$ cat src/rtl/eth_mac_rx.sv
// Ethernet MAC receive path: preamble/SFD strip, FCS removal via a 5-byte delay line,
// CRC-32 residue check, length policing and saturating frame statistics.
module eth_mac_rx #(
  parameter int unsigned MIN_FRAME = 64,
  parameter int unsigned MAX_FRAME = 1518,
  parameter int unsigned CNT_W     = 16
) (
  input  logic             clk,
  input  logic             reset,
  input  logic             phy_rx_dv,
  input  logic [7:0]       phy_rx_data,
  output logic [7:0]       rx_data,
  output logic             rx_valid,
  output logic             rx_last,
  output logic             rx_err,
  output logic             rx_busy,
  output logic [CNT_W-1:0] cnt_ok,
  output logic [CNT_W-1:0] cnt_crc_err,
  output logic [CNT_W-1:0] cnt_len_err
);

  localparam int unsigned    LenW       = 11;
  localparam int unsigned    Depth      = 5;
  localparam logic [LenW-1:0] MinLen    = LenW'(MIN_FRAME);
  localparam logic [LenW-1:0] OverLen   = LenW'(MAX_FRAME + 1);
  localparam logic [31:0]    CrcInit    = 32'hFFFF_FFFF;
  localparam logic [31:0]    CrcPoly    = 32'hEDB8_8320;
  localparam logic [31:0]    CrcResidue = 32'hDEBB_20E3;
  localparam logic [7:0]     Preamble   = 8'h55;
  localparam logic [7:0]     Sfd        = 8'hD5;

  typedef enum logic [1:0] {StDrop, StIdle, StPreamble, StData} state_e;

  state_e          state;
  logic [LenW-1:0] len;
  logic [31:0]     crc;
  logic [7:0]      line [Depth];
  logic [2:0]      fill;

  logic [LenW-1:0] len_inc;
  logic [31:0]     crc_upd;
  logic            line_full;
  logic            crc_good;
  logic            short_frame;

  function automatic logic [31:0] crc_byte(input logic [31:0] c_in, input logic [7:0] d);
    logic [31:0] c;
    c = c_in ^ {24'h0, d};
    for (int i = 0; i < 8; i++) begin
      c = c[0] ? ((c >> 1) ^ CrcPoly) : (c >> 1);
    end
    return c;
  endfunction

  function automatic logic [CNT_W-1:0] sat_inc(input logic [CNT_W-1:0] v);
    return (&v) ? v : v + CNT_W'(1);
  endfunction

  always_comb begin
    len_inc     = len + LenW'(1);
    crc_upd     = crc_byte(crc, phy_rx_data);
    line_full   = (fill == 3'(Depth));
    crc_good    = (crc == CrcResidue);
    short_frame = (len < MinLen);
  end

  assign rx_busy = (state == StPreamble) || (state == StData);

  always_ff @(posedge clk or posedge reset) begin
    if (reset) begin
      state       <= StDrop;
      len         <= '0;
      crc         <= CrcInit;
      fill        <= '0;
      rx_data     <= '0;
      rx_valid    <= 1'b0;
      rx_last     <= 1'b0;
      rx_err      <= 1'b0;
      cnt_ok      <= '0;
      cnt_crc_err <= '0;
      cnt_len_err <= '0;
      for (int unsigned i = 0; i < Depth; i++) begin
        line[i] <= '0;
      end
    end else begin
      rx_valid <= 1'b0;
      rx_last  <= 1'b0;
      rx_err   <= 1'b0;

      unique case (state)
        StDrop: begin
          if (!phy_rx_dv) begin
            state <= StIdle;
          end
        end

        StIdle, StPreamble: begin
          if (!phy_rx_dv) begin
            state <= StIdle;
          end else if (phy_rx_data == Preamble) begin
            state <= StPreamble;
          end else if (phy_rx_data == Sfd) begin
            state <= StData;
            len   <= '0;
            crc   <= CrcInit;
            fill  <= '0;
          end else begin
            state <= StDrop;
          end
        end

        StData: begin
          if (phy_rx_dv) begin
            len     <= len_inc;
            crc     <= crc_upd;
            line[0] <= phy_rx_data;
            for (int unsigned i = 1; i < Depth; i++) begin
              line[i] <= line[i-1];
            end
            if (!line_full) begin
              fill <= fill + 3'd1;
            end else begin
              rx_valid <= 1'b1;
              rx_data  <= line[Depth-1];
            end
            // Oversize: terminate the stream now and ignore the remainder of the frame.
            if (len_inc == OverLen) begin
              rx_valid    <= 1'b1;
              rx_last     <= 1'b1;
              rx_err      <= 1'b1;
              rx_data     <= line[Depth-1];
              cnt_len_err <= sat_inc(cnt_len_err);
              state       <= StDrop;
            end
          end else begin
            // The 4 bytes left in the line are the FCS and are discarded.
            if (line_full) begin
              rx_valid <= 1'b1;
              rx_last  <= 1'b1;
              rx_err   <= short_frame || !crc_good;
              rx_data  <= line[Depth-1];
            end
            if (short_frame) begin
              cnt_len_err <= sat_inc(cnt_len_err);
            end else if (!crc_good) begin
              cnt_crc_err <= sat_inc(cnt_crc_err);
            end else begin
              cnt_ok <= sat_inc(cnt_ok);
            end
            state <= StIdle;
          end
        end

        default: state <= StDrop;
      endcase
    end
  end

  a_last_needs_valid: assert property (@(posedge clk) disable iff (reset) rx_last |-> rx_valid);
  a_err_needs_last:   assert property (@(posedge clk) disable iff (reset) rx_err |-> rx_last);

endmodule

$ cat config.mk
export PLATFORM = sky130hd
export DESIGN_NAME = eth_mac_rx
export DESIGN_NICKNAME = d
export VERILOG_FILES = /design/src/rtl/eth_mac_rx.sv
export SDC_FILE = /design/constraint.sdc
export NUM_CORES = 1
export LEC_CHECK = 0
export CAP_MARGIN = 20
export CORE_AREA = 4 4 137 139
export CTS_BUF_LIST = sky130_fd_sc_hd__clkbuf_8
export DETAILED_ROUTE_END_ITERATION = 10
export DIE_AREA = 0 0 141 143
export PLACE_DENSITY = 0.63
export SLEW_MARGIN = 40
export SYNTH_ARGS = -nofsm -noshare
export SYNTH_HDL_FRONTEND = slang
export SYNTH_SLANG_ARGS = --single-unit
$ cat constraint.sdc
create_clock -name clk -period 6 [get_ports clk]
set_clock_uncertainty 0.05 [all_clocks]
set_input_delay 1.8 -clock clk [delete_from_list [all_inputs] [get_ports clk]]
set_output_delay 1.8 -clock clk [all_outputs]
set_load 0.01 [all_outputs]
### After elaboration in Yosys (flattened, before gate mapping)

Index checks and enable logic that the tools add are counted.

* output and inout bits: 60
* register bits: 147

* reductions and logical operators: 17
* add/subtract/negate cells: 5
* multiplexer cells: 48
* eq/ne operators: 16
* bitwise logic cells: 14
* order comparisons: 1

Operators by type and width (number)
* two-way mux 32 bit: 12
* inverter 13 -> 14 bit: 8
* two-way mux 16 bit: 4
* case mux 32 bit (2 select lines): 1
* adder 16 x 1 -> 16 bit (second input constant): 3
* AND reduction 16 bit: 3
* two-way mux 11 bit: 4
* equality test 32 bit (second input constant): 1
* bitwise XOR 32 x 8 -> 32 bit: 1
* two-way mux 8 bit: 3
* case mux 11 bit (2 select lines): 1
* two-way mux 3 bit: 5
* AND reduction 5 bit: 3
* two-way mux 2 bit: 6
* inequality test 2 bit (second input constant): 6
* adder 11 x 1 -> 11 bit (second input constant): 1
* equality test 11 bit (second input constant): 1
* < comparator 11 x 7 -> 1 bit (second input constant): 1
* two-way mux 1 bit: 10
* equality test 8 x 7 -> 1 bit (second input constant): 1
* equality test 8 bit (second input constant): 1
* case mux 2 bit (3 select lines): 1
* case mux 3 bit (2 select lines): 1
* AND reduction 6 bit: 1
* 14 further kinds: 22

### Longest topological paths before layout

Gate-level depths: netlist of run 1.

* depth after elaboration: 19
* gate-level depth with buffers: 8

### Worst setup path after synthesis of run 1

OpenSTA, ideal clock, no wires.

* path kind: input-to-reg
* start point: input port phy_rx_data[3]
* end point: register crc[31]
* arrival time: 3.339 ns
* setup slack: 2.533 ns
* path buffers: 1
* setup time: 0.078 ns
* stages: 7
* cells stage by stage: nand4bb_1 -> o41ai_1 -> nand2_1 -> a21oi_1 -> clkbuf_1 -> nor2_1 -> a31oi_1

* cells in the longest elaborated chain, start to end: 3

Ends and longest elaborated chain
* start: declaration: RTL line 11 `input logic [7:0] phy_rx_data,`
* equality test 8 bit or equality test 8 x 7 -> 1 bit (tied branches): RTL line 102, 100
* inequality test 2 bit (no source line)
* AND reduction 5 bit (no source line) (*)
* end signal: assignment: RTL line 73 `crc <= CrcInit;`
* end signal: assignment: RTL line 105 `crc <= CrcInit;`
* end signal: assignment: RTL line 115 `crc <= crc_upd;`
* end: declaration: RTL line 36 `logic [31:0] crc;`

Every way passes the cells marked *; elsewhere a longest branch is shown, timed or not.
A chain may end at the register's enable or synchronous reset.

### Worst setup path after layout of run 1

* start point: input port phy_rx_data[5]
* end point: register crc[6]

* cells in the longest elaborated chain, start to end: 11

Ends and longest elaborated chain
* bitwise XOR 32 x 8 -> 32 bit: RTL line 48 `c = c_in ^ {24'h0, d};`
* two-way mux 32 bit (8 in series): RTL line 50 `c = c[0] ? ((c >> 1) ^ CrcPoly) : (c >> 1);`
* two-way mux 32 bit: RTL line 113 `if (phy_rx_dv) begin`
* case mux 32 bit (2 select lines): RTL line 90 `unique case (state)`

Parallel ways exist; a longest one is shown, timed or not. The select of a mux whose other input is x is not followed.

==> flow_metrics.py, run 1 <==
metrics = {
    "run_status": {
        "status": "completed",
    },
    "critical_path": {
        "r2r_setup_slack_ns": 3.01,
        "cp.required_ns": 6.31,
        "crit_arrival_ns": 4.59,
        "cp_cell_sequence": "clkdlybuf4s50_1 -> nand4bb_1 -> o41ai_1 -> nand2_1 -> a21oi_4 -> buf_4 -> nor2_1 -> a31oi_1",
        "end_kind": "flop",
        "crit_family": "compound AO/OA/AOI/OAI gates",
        "path_max_fanout": 34,
        "slowest_stage": "a21oi_4",
        "crit_type": "in -> reg",
        "start_kind": "input port",
        "r2r_end": "rx_data[2]",
        "r2r-start": "len[0]",
        "crit_path_max_incr_delay_ns": 0.58,
        "path_buf_inv": 2,
        "rr_worst_depth": 7,
    },
    "die": {
        "ios": 71,
        "dieHeight_um": 143,
        "rows": 49,
        "die_w_um": 141,
        "core_sq_um": 17700,
        "dieArea_sq_um": 20200,
        "start_util_pct": 41.2,
    },
    "drt": {
        "routed_wl_mm": 15.4,
        "drtAntennaViolNets": 0,
        "routedWlPerCell_um": 16.2,
        "drc_errors": 0,
        "via_per_inst": 5.21,
        "vias": 4950,
        "dr.pass1.iters": 4,
        "drtIter0Drc": 243,
    },
    "pwr": {
        "total_power_uw": 2220,
        "p_leak_uw": 0.00379,
        "p_per_area_nw_per_um2": 257,
        "irDropWorstVdd_mv": 0.144,
    },
    "yosys": {
        "ys.flop_type": "dfrtp_1",
        "synth_area_leader_cell": "dfrtp_1",
        "yosysWarnings": 0,
        "synth_top_area_share_pct": 39.6,
        "synth_cell_types": 55,
        "syn_inst": 637,
        "synth_area_sq_um": 7270,
        "synth_area_leaders": "dfrtp_1 (40%), dfstp_2 (12%), mux2_2 (7.9%)",
        "synth_nets": 659,
        "synth_seq_cells": 147,
        "synth.avg_cell_area_sq_um": 11.4,
        "synth_edf_count": 0,
        "async_flop_share_pct": 100,
        "ys_seq_area_share_pct": 51.1,
    },
    "grt": {
        "grt_max_degree": 93,
        "grtUsageTotal_pct": 16.3,
        "busiest_layer": "met2",
        "grt.met2_usage_pct": 25.4,
        "grt_pass1_vias": 5157,
        "grt_use_met3_pct": 3.52,
        "grt_pass1_wl_mm": 26.7,
        "antenna_found_initial": 0,
        "use_met1_pct": 23.0,
        "gr-total-overflow": 0,
    },
    "place": {
        "gp_congestion": 0.861,
        "dpl.hpwl_mm": 10.6,
        "port_buffers": 70,
    },
    "clock_tree": {
        "cts_buffer_depth": 2,
        "post_cts_resized": 0,
        "htreeDepth": 4,
        "cts_sinks": 147,
        "cts_buffers": 17,
        "hold_buffers": 0,
        "post-cts-setup-buffers": 0,
        "ctsRootBufferMaster": "clkbuf_8",
        "cts_tree": "built",
        "clk_pin_slew_ns": 0.08,
        "clk_latency_ns": 0.45,
    },
    "timing": {
        "setup_viol": 0,
        "rsz0062_at_grt": "no",
        "layout_min_cycle_time_ns": 4.28,
        "fin_setup_tns_ns": 0,
        "slew_headroom_pct": 45.6,
        "hold_violations": 0,
        "fin_crit_sh_pct": 71.3,
        "tightest_slew_ns": 0.810,
        "slew_viol_final": 0,
        "clock.fmax_mhz": 234,
    },
    "cells_and_area": {
        "insertedDiodeCount": 0,
        "area_growth_pct": 19.1,
        "drive_gt1_share_pct": 21.4,
        "final_core_util_pct": 49.1,
        "final_nets": 731,
    },
    "flow_run": {
        "maxCapViolations": 0,
    },
    "min_path": {
        "hold_path_end": "cnt_ok[14]",
        "whs_path_depth": 1,
        "min_from": "cnt_ok[14]",
        "min_path_type": "reg -> reg",
    },
}
sequential cells by signal, summed over array words and instances (netlist names), 2 cells and up:
register / flops
cnt_crc_err: 16
cnt_len_err: 16
cnt_ok: 16
crc: 32
fill: 3
len: 11
line: 40
rx_data: 8
state: 2
worst max path at each step:
| stage | end | startpoint | cells past startpoint | slack (ns) |
|---|---|---|---|---|
| global route | crc[3] | phy_rx_data[5] | 8 | 1.47 |
| detailed placement | crc[6] | phy_rx_data[5] | 8 | 1.27 |
| CTS | crc[6] | phy_rx_data[5] | 8 | 1.72 |
| global placement | crc[29] | phy_rx_data[3] | 8 | 1.37 |
| finish | crc[6] | phy_rx_data[5] | 8 | 1.72 |
| floorplan | cnt_crc_err[0] | reset | 1 | 0.25 |
synthesized netlist by cell type (4+ instances only):
| library cell | count |
|---|---|
| nor2_1 | 45 |
| inv_1 | 10 |
| nand4b_1 | 5 |
| o21ai_0 | 22 |
| and3_1 | 5 |
| nand2_1 | 40 |
| nor3_2 | 9 |
| xnor2_1 | 63 |
| and2_1 | 4 |
| and4_1 | 6 |
| nand3_1 | 17 |
| mux2_2 | 51 |
| a31oi_1 | 32 |
| ha_1 | 11 |
| a22o_1 | 7 |
| dfstp_2 | 32 |
| clkbuf_1 | 20 |
| o31ai_1 | 4 |
| or2_2 | 8 |
| nand4_1 | 19 |
| xor2_1 | 54 |
| dfrtp_1 | 115 |
| nor3_1 | 6 |
| a21oi_1 | 6 |
where the power goes:
part	switching, uW	internal, uW
Combinational	272	140
Clock	384	403
Sequential	13.2	1010
routing by layer:
layer  share of wire, %  wire, um  vias to the layer above
met5                  0         0                        -
met4                1.2       183                        0
met3                3.3       502                       14
met2                 47      7180                       95
met1                 49      7540                     2448
li1                   -         -                     2393
cell usage in the layout, fill, tap and decap left out, drive strengths merged, types with 23 or more instances in the layout:
master / netlist / final
clkdlybuf4s50: 0 / 70
o21ai: 23 / 23
a31oi: 32 / 32
nor2: 45 / 45
xor2: 54 / 54
mux2: 51 / 51
xnor2: 63 / 63
dfrtp: 115 / 115
dfstp: 32 / 32
nand2: 40 / 40
through the flow:
stage	setup WS, ns	instance area, sq um	cells	hold WS (ns)
after floorplan	0.252	7270	637	0.396
after global placement	1.37	8230	919	0.424
after detailed placement	1.27	8250	919	0.428
after CTS	1.72	8650	950	0.444
after global routing	1.47	8660	950	0.450
final	1.72	8660	950	0.437
final cells by class:
cell class	instances	area, sq um
fillers	1551	8990
flip-flops and latches	147	3720
multi-input cells	455	3450
repair buffers	77	753
well taps	229	287
clock buffers	20	275
clock inverters	11	126
inverters	11	48.8
cell families (layout without fill, tap and decap cells):
logic type               Yosys count  count (layout)  synth area share, %
AO/OA/AOI/OAI                     82              82                 7.52
flip-flops                       147             147                 51.1
multiplexers                      54              54                 8.31
XOR/XNOR                         117             117                 14.1
buffers and inverters             35             119                 1.94
AND/OR/NAND/NOR                  191             191                 15.1
adder cells (fa/ha/maj)           11              11                 1.89
No activity file was read; power rests on OpenSTA's default activity.
==> inputs of run 2 (changes only) <==
==> constraint.sdc (replaced) <==
create_clock -name clk -period 3.5 [get_ports clk]
set_clock_uncertainty 0.05 [all_clocks]
set_input_delay 1.05 -clock clk [delete_from_list [all_inputs] [get_ports clk]]
set_output_delay 1.05 -clock clk [all_outputs]
set_load 0.01 [all_outputs]
==> run 2 against run 1 <==
Effect of this change:
- setup slack got worse by 1.3 ns
- combinational power rose by 95%
- total power rose by 76%
- register-to-register slack got worse by 2.4 ns
- highest routed layer unchanged
- die area did not move
- global-route usage rose by 0.21 points
- count of clock-buffer cells in the layout fell by 2
- cell area rose by 1.7%
- critical path depth fell by 5
- sequential share of layout area fell by 0.71 points
- worst hold slack improved by 0.0014 ns
- flip-flop and latch count did not move
==> flow_metrics.py, run 2 (synthesis gave the netlist of run 1 again) <==
metrics = {
    "critical_path": {
        "cp.required_ns": 2.40,
        "r2r_setup_slack_ns": 0.56,
        "start_kind": "flop",
        "crit_path_max_incr_delay_ns": 0.48,
        "crit_arrival_ns": 1.97,
        "cp_cell_sequence": "ha_1 -> or2_2 -> clkdlybuf4s50_1",
        "r2r-start": "crc[30]",
        "rr_worst_depth": 6,
        "path_max_fanout": 8,
        "r2r_end": "cnt_ok[13]",
        "end_kind": "primary output",
        "slowest_stage": "clkdlybuf4s50_1",
        "crit_type": "reg -> out",
    },
    "die": {
        "die_w_um": 141,
        "rows": 49,
        "dieHeight_um": 143,
        "ios": 71,
        "dieArea_sq_um": 20200,
        "core_sq_um": 17700,
        "start_util_pct": 41.2,
    },
    "timing": {
        "worst_hold_slack_ns": 0.439,
        "tightest_slew_ns": 0.699,
        "clock.fmax_mhz": 325,
        "fin_crit_sh_pct": 87.8,
        "fin_setup_tns_ns": 0,
        "rsz0062_at_grt": "no",
        "setup_viol": 0,
        "slew_viol_final": 0,
        "layout_min_cycle_time_ns": 3.07,
        "slew_headroom_pct": 53.0,
        "hold_violations": 0,
    },
    "grt": {
        "grt_pass1_vias": 5156,
        "antenna_found_initial": 0,
        "gr-total-overflow": 0,
        "busiest_layer": "met2",
        "grt_pass1_wl_mm": 26.9,
        "use_met1_pct": 24.1,
        "grt_max_degree": 148,
        "grt.met2_usage_pct": 24.6,
        "grtUsageTotal_pct": 16.5,
        "grt_use_met3_pct": 4.42,
    },
    "cells_and_area": {
        "drive_gt1_share_pct": 22.4,
        "n_fill_cell": 1585,
        "area_growth_pct": 21.1,
        "stdcell_count": 966,
        "regArea_sq_um": 3720,
        "multi_input_area_sq_um": 3440,
        "final_common_cell": "dfrtp_1",
        "insertedDiodeCount": 0,
        "final_core_util_pct": 49.9,
        "top_register": "line",
        "largest_reg_flops": 40,
        "top_regs": "line (40), crc (32)",
        "final_nets": 746,
        "layout_common_cells": "dfrtp_1 (115), clkdlybuf4s50_1 (70), xnor2_1 (62), xor2_1 (54), mux2_2 (51)",
    },
    "place": {
        "gp_congestion": 0.846,
        "dp.cells": 933,
        "port_buffers": 70,
        "dpl.hpwl_mm": 10.7,
    },
    "min_path": {
        "min_from": "line[39]",
        "min_path_type": "reg -> reg",
        "hold_path_end": "line[39]",
        "whs_path_depth": 2,
    },
    "clock_tree": {
        "cts_tree": "built",
        "clk_pin_slew_ns": 0.08,
        "cts_sinks": 147,
        "clk_latency_ns": 0.45,
        "ctsRootBufferMaster": "clkbuf_8",
        "cts_buffers": 17,
        "cts_buffer_depth": 2,
        "hold_buffers": 0,
        "post_cts_resized": 0,
        "htreeDepth": 4,
        "post-cts-setup-buffers": 0,
    },
    "drt": {
        "drtAntennaViolNets": 0,
        "vias": 5138,
        "via_per_inst": 5.32,
        "drtIter0Drc": 262,
        "routed_wl_mm": 15.8,
        "dr.pass1.iters": 5,
        "drc_errors": 0,
        "routedWlPerCell_um": 16.4,
    },
    "flow_run": {
        "maxCapViolations": 0,
    },
    "pwr": {
        "p_leak_uw": 0.00389,
        "total_power_uw": 3910,
        "irDropWorstVdd_mv": 0.324,
        "p_per_area_nw_per_um2": 444,
    },
    "run_status": {
        "status": "completed",
    },
}
-- run 2: cell types whose count changed in the layout (fill, tap and decap cells not counted), moves of 2 or more --
cell      change
buf_4        +11
inv_1         +4
buf_12        +3
clkbuf_8      -2
clkinv_2      +2
inv_6         -2
-- run 2: worst max-delay path by stage --
| stage | slack, ns | to | from | depth (start not counted) |
|---|---|---|---|---|
| global route | 0.23 | len[10] | phy_rx_data[3] | 7 |
| finish | 0.43 | rx_busy | state[1] | 3 |
| CTS | 0.38 | rx_busy | state[1] | 3 |
| floorplan | 0.58 | cnt_crc_err[0] | reset | 1 |
| detailed placement | 0.03 | len[5] | phy_rx_data[3] | 7 |
| global placement | 0.10 | len[10] | phy_rx_data[3] | 7 |
-- run 2: metrics by stage --
stage | area (sq um) | worst slack (ns)
after global routing | 8810 | 0.234
after global placement | 8380 | 0.104
after CTS | 8780 | 0.379
final | 8810 | 0.426
after detailed placement | 8380 | 0.0336
after floorplan | 7280 | 0.579
-- run 2: report_power, final --
| part | internal [uW] | switching [uW] | total (uW) |
|---|---|---|---|
| Combinational | 319 | 486 | 805 |
| Clock | 710 | 639 | 1350 |
| Sequential | 1730 | 20.6 | 1760 |
| Total | 2760 | 1150 | 3910 |
-- run 2: per-layer routing --
layer | vias up | wire (um)
met5 | - | 0
met2 | 115 | 7060
met4 | 0 | 164
li1 | 2425 | -
met3 | 18 | 803
met1 | 2580 | 7780
-- run 2: critical path, delay by kind of cell, from the launching register on --
family                   cells  cell delay [ns]
AND/OR/NAND/NOR              1             0.34
buffers and inverters        1             0.48
flip-flops                   1             0.41
adder cells (fa/ha/maj)      1             0.30
-- run 2: area by class of cell --
class | count | area share, %
repair buffers | 92 | 10.5
inverters | 11 | 0.511
multi-input cells | 455 | 39.0
well taps | 229 | 3.25
flip-flops and latches | 147 | 42.2
clock buffers | 18 | 2.81
clock inverters | 14 | 1.69
